### src/rtl/uart_pkg.sv
// Shared definitions for the 11-bit UART serial path.
// Holds the frame geometry, default baud divider period, counter widths,
// the receiver FSM state encoding and a byte parity helper.
package uart_pkg;

  localparam int unsigned FRAME_BITS           = 11;
  localparam int unsigned DATA_BITS            = 8;
  localparam int unsigned MARKER_IDX           = 9;
  localparam int unsigned PARITY_IDX           = 10;
  localparam int unsigned DEFAULT_CLKS_PER_BIT = 21;

  // Baud counter spans 0..CLKS_PER_BIT-1; bit index spans 1..10.
  localparam int unsigned CNT_W = 5;
  localparam int unsigned IDX_W = 4;

  typedef enum logic [1:0] {
    IDLE      = 2'd0,
    START     = 2'd1,
    DATA      = 2'd2,
    WAIT_HIGH = 2'd3
  } state_e;

  // Even parity of a data byte (XOR of all bits).
  function automatic logic parity8(input logic [DATA_BITS-1:0] d);
    return ^d;
  endfunction

endpackage

### src/rtl/uart_rx_baud_cnt.sv
// Baud-rate counter for the UART receiver.
// Counts 0..CLKS_PER_BIT-1 while enabled, wrapping at terminal count.
// Ports:
//   clk_i      system clock
//   rst_i      synchronous active-high reset
//   clr_i      synchronous clear (has priority over enable)
//   en_i       count enable
//   mid_tick_o counter == HALF_BIT-1 (start-bit centre)
//   bit_tick_o counter == CLKS_PER_BIT-1 (bit centre / terminal count)
module uart_rx_baud_cnt
  import uart_pkg::*;
#(
  parameter int unsigned CLKS_PER_BIT = DEFAULT_CLKS_PER_BIT,
  parameter int unsigned HALF_BIT     = CLKS_PER_BIT / 2
) (
  input  logic clk_i,
  input  logic rst_i,
  input  logic clr_i,
  input  logic en_i,
  output logic mid_tick_o,
  output logic bit_tick_o
);

  logic [CNT_W-1:0] cnt_q, cnt_d;

  assign mid_tick_o = (cnt_q == CNT_W'(HALF_BIT - 1));
  assign bit_tick_o = (cnt_q == CNT_W'(CLKS_PER_BIT - 1));

  always_comb begin
    cnt_d = cnt_q;
    if (clr_i) begin
      cnt_d = '0;
    end else if (en_i) begin
      cnt_d = bit_tick_o ? '0 : cnt_q + CNT_W'(1);
    end
  end

  always_ff @(posedge clk_i) begin
    if (rst_i) begin
      cnt_q <= '0;
    end else begin
      cnt_q <= cnt_d;
    end
  end

endmodule

### src/rtl/uart_rx.sv
// UART receiver for the 11-bit frame: start(0), 8 data bits LSB first,
// marker(1), even parity. Oversamples the line with the transmitter's baud
// divider, samples every bit at its centre and reports the byte with a
// one-cycle valid strobe plus marker/parity error flags.
// Ports:
//   clk        system clock
//   rst        synchronous active-high reset
//   rx_in      asynchronous serial line, idles high
//   data_out   last received byte (updated in the valid cycle)
//   valid      one-cycle pulse per completed frame
//   parity_err parity bit != XOR of data, held until next valid
//   frame_err  marker bit != 1, held until next valid
//   busy       receiver not in IDLE
module uart_rx
  import uart_pkg::*;
#(
  parameter int unsigned CLKS_PER_BIT = DEFAULT_CLKS_PER_BIT,
  parameter int unsigned HALF_BIT     = CLKS_PER_BIT / 2
) (
  input  logic                 clk,
  input  logic                 rst,
  input  logic                 rx_in,
  output logic [DATA_BITS-1:0] data_out,
  output logic                 valid,
  output logic                 parity_err,
  output logic                 frame_err,
  output logic                 busy
);

  // Two-flop synchronizer, reset to the idle level.
  logic sync1_q, rxs_q;

  state_e state_q, state_d;

  logic [IDX_W-1:0]        bit_idx_q, bit_idx_d;
  logic [FRAME_BITS-1:1]   frame_q, frame_d;
  logic                    done_q, done_d;

  logic [DATA_BITS-1:0]    data_q;
  logic                    valid_q, perr_q, ferr_q;

  logic cnt_clr, cnt_en, mid_tick, bit_tick;
  logic last_bit;

  uart_rx_baud_cnt #(
    .CLKS_PER_BIT (CLKS_PER_BIT),
    .HALF_BIT     (HALF_BIT)
  ) u_baud_cnt (
    .clk_i      (clk),
    .rst_i      (rst),
    .clr_i      (cnt_clr),
    .en_i       (cnt_en),
    .mid_tick_o (mid_tick),
    .bit_tick_o (bit_tick)
  );

  assign last_bit = (bit_idx_q == IDX_W'(PARITY_IDX));

  // Counter restarts on every state change and only runs while timing bits.
  assign cnt_clr = (state_d != state_q);
  assign cnt_en  = (state_q == START) || (state_q == DATA);

  always_comb begin
    state_d = state_q;
    unique case (state_q)
      IDLE:      if (!rxs_q) state_d = START;
      START:     if (mid_tick) state_d = rxs_q ? IDLE : DATA;
      DATA:      if (bit_tick && last_bit) state_d = WAIT_HIGH;
      WAIT_HIGH: if (rxs_q) state_d = IDLE;
    endcase
  end

  always_comb begin
    bit_idx_d = bit_idx_q;
    frame_d   = frame_q;
    done_d    = 1'b0;
    if (state_q == START && mid_tick && !rxs_q) begin
      bit_idx_d = IDX_W'(1);
    end else if (state_q == DATA && bit_tick) begin
      for (int unsigned i = 1; i < FRAME_BITS; i++) begin
        if (bit_idx_q == IDX_W'(i)) frame_d[i] = rxs_q;
      end
      if (last_bit) begin
        done_d = 1'b1;
      end else begin
        bit_idx_d = bit_idx_q + IDX_W'(1);
      end
    end
  end

  // Results are published one edge after the parity bit is captured.
  always_ff @(posedge clk) begin
    if (rst) begin
      sync1_q   <= 1'b1;
      rxs_q     <= 1'b1;
      state_q   <= IDLE;
      bit_idx_q <= IDX_W'(1);
      frame_q   <= '0;
      done_q    <= 1'b0;
      data_q    <= '0;
      valid_q   <= 1'b0;
      perr_q    <= 1'b0;
      ferr_q    <= 1'b0;
    end else begin
      sync1_q   <= rx_in;
      rxs_q     <= sync1_q;
      state_q   <= state_d;
      bit_idx_q <= bit_idx_d;
      frame_q   <= frame_d;
      done_q    <= done_d;
      valid_q   <= done_q;
      if (done_q) begin
        data_q <= frame_q[DATA_BITS:1];
        perr_q <= frame_q[PARITY_IDX] != parity8(frame_q[DATA_BITS:1]);
        ferr_q <= !frame_q[MARKER_IDX];
      end
    end
  end

  assign data_out   = data_q;
  assign valid      = valid_q;
  assign parity_err = perr_q;
  assign frame_err  = ferr_q;
  assign busy       = (state_q != IDLE);

endmodule

### config.mk
export PLATFORM = sky130hd
export DESIGN_NAME = uart_rx
export DESIGN_NICKNAME = d
export VERILOG_FILES = /design/src/rtl/uart_pkg.sv /design/src/rtl/uart_rx_baud_cnt.sv /design/src/rtl/uart_rx.sv
export SDC_FILE = /design/constraint.sdc
export NUM_CORES = 1
export LEC_CHECK = 0
export ABC_AREA = 1
export CORE_MARGIN = 4
export CORE_UTILIZATION = 45
export CTS_CLUSTER_SIZE = 14
export DETAILED_ROUTE_END_ITERATION = 16
export PLACE_DENSITY = 0.63
export SETUP_SLACK_MARGIN = 0.05
export SYNTH_ARGS = -nofsm -noshare
export SYNTH_HDL_FRONTEND = slang
export SYNTH_HIERARCHICAL = 1
export SYNTH_SLANG_ARGS = --single-unit
### constraint.sdc
create_clock -name clk -period 2.03 [get_ports clk]
set_clock_uncertainty 0.15 [all_clocks]
set_input_delay 0.203 -clock clk [delete_from_list [all_inputs] [get_ports clk]]
set_output_delay 0.203 -clock clk [all_outputs]
set_load 0.05 [all_outputs]
After elaboration in Yosys (flattened, before gate mapping)
Index checks and enable logic that the tools add are counted.
- $add $sub $neg: 2
- equal/unequal tests: 17
- mux-type cells: 8
- bitwise logic cells: 3
- reductions and logical operators: 24
- operators by type and width (kind ; number):
    $reduce_and A3 Y1 ; 10
    $eq A4 B3 Y1 const B ; 4
    $eq A4 B4 Y1 const B ; 3
    $mux W2 ; 5
    $eq A4 B2 Y1 const B ; 2
    $pmux W2 S4 ; 1
    $reduce_xor A8 Y1 ; 1
    $add A5 B1 Y5 const B ; 1
    $eq A5 B4 Y1 const B ; 1
    $eq A5 B5 Y1 const B ; 1
    $mux W5 ; 1
    $add A4 B1 Y4 const B ; 1
    $eq A2 B2 Y1 const B ; 2
    $eq A4 B1 Y1 const B ; 1
    $logic_and A1 B1 Y1 ; 4
    $reduce_or A2 Y1 ; 2
    $not A1 Y1 ; 3
    $reduce_or A3 Y1 ; 1
    $eq A2 B1 Y1 const B ; 1
    $logic_not A1 Y1 ; 2
    $logic_not A2 Y1 ; 1
    $ne A2 B2 Y1 ; 1
    $reduce_and A2 Y1 ; 1
    $reduce_bool A2 Y1 ; 1
    3 further kinds ; 3
- register bits after elaboration: 35
- input port bits: 3

Longest topological paths before layout
- word-level depth: 6
- depth in mapped cells: 13

Modules after synthesis
The synthesis kept the hierarchy.
- modules (own cells, without submodules) (module ; instances ; cells each ; area an instance (um2) ; seq. area each (um2)):
    uart_rx ; 1 ; 204 ; 1492.7 ; 600.6
    uart_rx_baud_cnt ; 1 ; 42 ; 284.0 ; 100.1

Least setup slack after synthesis
OpenSTA, ideal clock, no wires.
- path kind: register to register
- from: reg u_baud_cnt.cnt_q[1]
- to: reg u_baud_cnt.cnt_q[1]
- data arrival time: 1.632 ns
- data required time: 1.810 ns
- slack: 0.179 ns
- cell stages (with the launch flop): 14
- period minus slack after synthesis: 1.851 ns
- cells stage by stage: dfxtp_1 inv_1 ha_1 nand2_1 nor3_1 nand2_1 nor2_1 o21ai_1 nand2_1 xor2_1 nand3_1 nor2_1 o21ai_0 a21oi_1
- elaborated cells on any way between the ends: 10
- RTL lines (what ; line ; RTL):
    start: declaration ; uart_rx_baud_cnt.sv:24 ; logic [CNT_W-1:0] cnt_q, cnt_d;
    start signal: assignment ; uart_rx_baud_cnt.sv:42 ; cnt_q <= cnt_d;
    $eq A5 B4 Y1 ; uart_rx_baud_cnt.sv:26 ; assign mid_tick_o = (cnt_q == CNT_W'(HALF_BIT - 1));
    named net mid_tick ; uart_rx.sv:42 ; logic cnt_clr, cnt_en, mid_tick, bit_tick;
    $mux W2 ; uart_rx.sv:67 ; START: if (mid_tick) state_d = rxs_q ? IDLE : DATA;
    $pmux W2 S4 ; uart_rx.sv:65 ; unique case (state_q)
    $ne A2 B2 Y1 ; uart_rx.sv:60 ; assign cnt_clr = (state_d != state_q);
    named net cnt_clr ; uart_rx.sv:42 ;
    $reduce_or A2 Y1 (no line) ; - ;
The timed path passes the listed nets, and every way through them passes these cells.
A chain may end at the register's enable or synchronous reset.

Worst setup path in the final report
- from: reg u_baud_cnt.cnt_q[0]
- to: reg u_baud_cnt.cnt_q[1]
- word-level cells in the longest chain between the ends: 6
- elaborated cells on any way between the ends: 10
- RTL lines (what ; line ; RTL):
    $eq A5 B5 Y1 ; uart_rx_baud_cnt.sv:27 ; assign bit_tick_o = (cnt_q == CNT_W'(CLKS_PER_BIT - 1));
    named net bit_tick ; uart_rx.sv:42 ;
    $logic_and A1 B1 Y1 ; uart_rx.sv:68 ; DATA: if (bit_tick && last_bit) state_d = WAIT_HIGH;
    $mux W2 ; uart_rx.sv:68 ;
    $pmux W2 S4 ; uart_rx.sv:65 ;
    $ne A2 B2 Y1 ; uart_rx.sv:60 ;
    named net cnt_clr ; uart_rx.sv:42 ;
    $reduce_or A2 Y1 (no line) ; - ;
The timed path passes the listed nets, and every way through them passes these cells.

==> flow_metrics.env <==
export IMPL_syn_instance_count=246
export IMPL_reg_clk_slew_reported_paths_ns=0.07
export IMPL_timing_fmax_ghz=0.529
export IMPL_antenna_violating_nets_post_route=0
export IMPL_stdcell_count=320
export IMPL_initial_antenna_violation_count=0
export IMPL_tritoncts="yes"
export IMPL_r2r_setup_slack_ns=0.14
export IMPL_timing_final_hold_violations=0
export IMPL_cp_start_kind="flip-flop"
export IMPL_post_route_cells_drive_above_1_share=0.188
export IMPL_ctsRootBufferMaster="sky130_fd_sc_hd__clkbuf_8"
export IMPL_synth_top_family_by_area="simple AND/OR/NAND/NOR gates"
export IMPL_r2r_end="u_baud_cnt/cnt_q[1]$_SDFFE_PP0P_"
export IMPL_htreeDepth=2
export IMPL_library_cell_with_the_highest_instance_count_after_synthesis="sky130_fd_sc_hd__nand2_1"
export IMPL_number_of_antenna_cells_inserted=0
export IMPL_detailroute_via_count=1576
export IMPL_cts_buffers_inserted=5
export IMPL_worst_hold_path_type="reg2reg"
export IMPL_finalPower_mw=1.27
export IMPL_wl_mm=3.65
export IMPL_post_route_util=0.581
export IMPL_grt_pass1_vias=1346
export IMPL_clock_sinks=35
export IMPL_vdd_ir_drop_max_uv=439
export IMPL_grt_max_degree=19
export IMPL_max_cap_violations=0
export IMPL_synth_compound_gate_area_share=0.122
export IMPL_ys_types=23
export IMPL_grt_first_pass_wirelength_mm=5.97
export IMPL_gpl_final_weighted_congestion=0.838
export IMPL_floorplan_die_area_mm2=0.00502
export IMPL_timing_critical_path_fanout_max=3
export IMPL_run_status="finished clean"
export IMPL_path_class="reg2reg"
export IMPL_grt_setup_unrepaired="yes"
export IMPL_post_synth_most_frequent_cells="sky130_fd_sc_hd__nand2_1, sky130_fd_sc_hd__dfxtp_1, sky130_fd_sc_hd__inv_1"
export IMPL_max_clock_buf_depth=2
export IMPL_fraction_of_registers_with_async_set_reset=0
export IMPL_synth_main_ff_cell="sky130_fd_sc_hd__dfxtp_1"
export IMPL_syn_area_per_cell_um2=7.22
export IMPL_critical_path_reg2reg_startpoint="u_baud_cnt/cnt_q[0]$_SDFFE_PP0P_"
export IMPL_static_leakage_power_nw=0.926
export IMPL_synth_edff_count=0
export IMPL_groute_usage_overall=0.144
export IMPL_num_io_pins=15
export IMPL_synth_top_cell_by_area="sky130_fd_sc_hd__dfxtp_1"
export IMPL_via_per_inst=4.93
export IMPL_max_slew_margin_rel=0.664
export IMPL_slowest_delay_ns=0.35
export IMPL_hold_ep="rxs_q$_SDFF_PP1_"
export IMPL_r2r_cells=13
export IMPL_synth_seq_area_share=0.394
export IMPL_fin_crit_ns=1.89
export IMPL_final_setup_tns_ns=0
export IMPL_placed_cells_incl_taps=309
export IMPL_worst_slew_pin_slew_ns=0.503
export IMPL_portBuffers=14
export IMPL_syn2layout_area_growth_pct=22.5
export IMPL_hpwl_mm=2.70
export IMPL_synthMuxAreaShare=0
export IMPL_detail_route_first_pass_iterations=4
export IMPL_final_nets=286
export IMPL_yosys_top_cells_area="sky130_fd_sc_hd__dfxtp_1, sky130_fd_sc_hd__nand2_1, sky130_fd_sc_hd__ha_1, sky130_fd_sc_hd__inv_1, sky130_fd_sc_hd__nor2_1"
export IMPL_clkLatencyLatePin_ns=0.28
export IMPL_num_rows=22
export IMPL_detailed_route_drc_error_count=0
export IMPL_slew_violations=0
export IMPL_cp_cell_sequence="buf_6 -> inv_2 -> ha_1 -> nand2_1 -> nor3_2 -> nand2_1 -> inv_2 -> nand4_1 -> nand4_1 -> nand3_1 -> nor2_2 -> o21ai_0 -> a21oi_1"
export IMPL_synthesis_yosys_warnings=6
export IMPL_cp_slowest_cell="sky130_fd_sc_hd__dfxtp_2"
export IMPL_die_height_um=70.8
export IMPL_holdCritStartpoint="sync1_q$_SDFF_PP1_"
export IMPL_grt_ovfl_total=0
export IMPL_number_of_setup_violations_in_the_final_report=0
export IMPL_detail_route_iter0_violations=67
export IMPL_die_width_um=70.8
export IMPL_post_synth_net_total=261
export IMPL_synth_adder_area_share=0.0845
export IMPL_coreArea_mm2=0.00374
export IMPL_worst_hold_path_num_cells=1
export IMPL_cellPowerDensity_mw_per_mm2=583
export IMPL_wire_per_inst_um=11.4
export IMPL_initial_utilization=0.475
export IMPL_post_synth_instance_area_mm2=0.00178
export IMPL_worst_endpoint_required_ns=2.09
export IMPL_synth_seq_cells=35
export IMPL_endpoint_kind="flip-flop"
export IMPL_layout_worst_path_cycle_share=0.931
export IMPL_post_synth_xor_area_fraction=0.0197
export IMPL_simple_gate_portion_of_the_synthesized_area=0.280
export IMPL_cp_arrival_ns=1.95
export IMPL_synth_top_area_frac=0.394
-- state kept, by name (all words and copies together), names as in the netlist --
| register | count |
|---|---|
| rxs_q | 1 |
| sync1_q | 1 |
| frame_err | 1 |
| state_q | 2 |
| done_q | 1 |
| frame_q | 10 |
| bit_idx_q | 4 |
| parity_err | 1 |
| data_out | 8 |
| valid | 1 |
| u_baud_cnt/cnt_q | 5 |
-- final cells by class --
class / count / area (um2)
Clock buffer: 6 / 72.6
Timing Repair Buffer: 25 / 224
Tap cell: 48 / 60.1
Sequential cell: 35 / 704
Fill cell: 362 / 1570
Multi-Input combinational cell: 165 / 956
Clock inverter: 2 / 12.5
Inverter: 39 / 146
-- cell usage in the layout (no fill, tap or decap), types with 3 or more instances in the layout --
cell                              count
sky130_fd_sc_hd__nor2_1              25
sky130_fd_sc_hd__inv_2               11
sky130_fd_sc_hd__o21ai_0             11
sky130_fd_sc_hd__nor2_4               3
sky130_fd_sc_hd__a31oi_1              9
sky130_fd_sc_hd__nor4_1               9
sky130_fd_sc_hd__nand2_2              5
sky130_fd_sc_hd__a21oi_1             12
sky130_fd_sc_hd__o21ai_1              7
sky130_fd_sc_hd__clkdlybuf4s50_1     13
sky130_fd_sc_hd__ha_1                11
sky130_fd_sc_hd__dfxtp_1             32
sky130_fd_sc_hd__nand2_1             39
sky130_fd_sc_hd__nand3_1              6
sky130_fd_sc_hd__clkbuf_8             5
sky130_fd_sc_hd__dfxtp_2              3
sky130_fd_sc_hd__xor2_1               3
sky130_fd_sc_hd__nor3_1              11
sky130_fd_sc_hd__inv_1               28
sky130_fd_sc_hd__buf_4               11
-- layer usage --
| layer | GRT usage | vias to the layer above | wire, um |
|---|---|---|---|
| met5 | 0 | - | 0 |
| met4 | 0.0438 | 0 | 36 |
| met3 | 0.0341 | 5 | 157 |
| met2 | 0.226 | 28 | 1600 |
| met1 | 0.197 | 693 | 1860 |
| li1 | - | 850 | - |
-- timing repair --
item	4_1_cts	5_1_grt
endpoints found under the setup margin	5	14
pin swaps	0	8
gates cloned	0	0
setup buffers	0	3
hold buffers	0	0
gates resized for setup	2	18
-- per-stage QoR --
step | cell area [um2] | hold slack, ns | worst slack (ns)
2_1_floorplan | 1780 | 0.157 | 0.179
3_3_place_gp | 2000 | 0.244 | 0.0711
3_5_place_dp | 2000 | 0.252 | -0.00393
4_1_cts | 2100 | 0.269 | 0.0764
5_1_grt | 2180 | 0.290 | 0.00323
6_report | 2180 | 0.266 | 0.140
-- how the worst max path moves through the flow --
stage	from	endpoint	cells past startpoint
3_5_place_dp	u_baud_cnt/cnt_q[1]$_SDFFE_PP0P_	u_baud_cnt/cnt_q[1]$_SDFFE_PP0P_	13
2_1_floorplan	u_baud_cnt/cnt_q[1]$_SDFFE_PP0P_	u_baud_cnt/cnt_q[1]$_SDFFE_PP0P_	13
5_1_grt	u_baud_cnt/cnt_q[1]$_SDFFE_PP0P_	u_baud_cnt/cnt_q[0]$_SDFFE_PP0P_	13
3_3_place_gp	u_baud_cnt/cnt_q[1]$_SDFFE_PP0P_	u_baud_cnt/cnt_q[1]$_SDFFE_PP0P_	13
6_report	u_baud_cnt/cnt_q[0]$_SDFFE_PP0P_	u_baud_cnt/cnt_q[1]$_SDFFE_PP0P_	13
4_1_cts	state_q[0]$_SDFF_PP0_	u_baud_cnt/cnt_q[1]$_SDFFE_PP0P_	10
-- logic make-up after synthesis --
logic type / Yosys count
xor+xnor: 4
compound gates: 41
simple gates: 108
buf+inv: 46
fa+ha+maj: 12
flops: 35
-- worst max-delay path: cells and delay by family, from the launching register on --
kind / cells / cell delay, ns
buf+inv: 3 / 0.24
flops: 1 / 0.35
simple gates: 7 / 0.74
fa+ha+maj: 1 / 0.13
compound gates: 2 / 0.21
-- power breakdown --
group / leakage, nW / internal, mW / switching (mW)
Sequential: 0.284 / 0.693 / 0.00670
Combinational: 0.601 / 0.0336 / 0.0466
Clock: 0.0412 / 0.240 / 0.250
(Power assumes the default switching activity.)
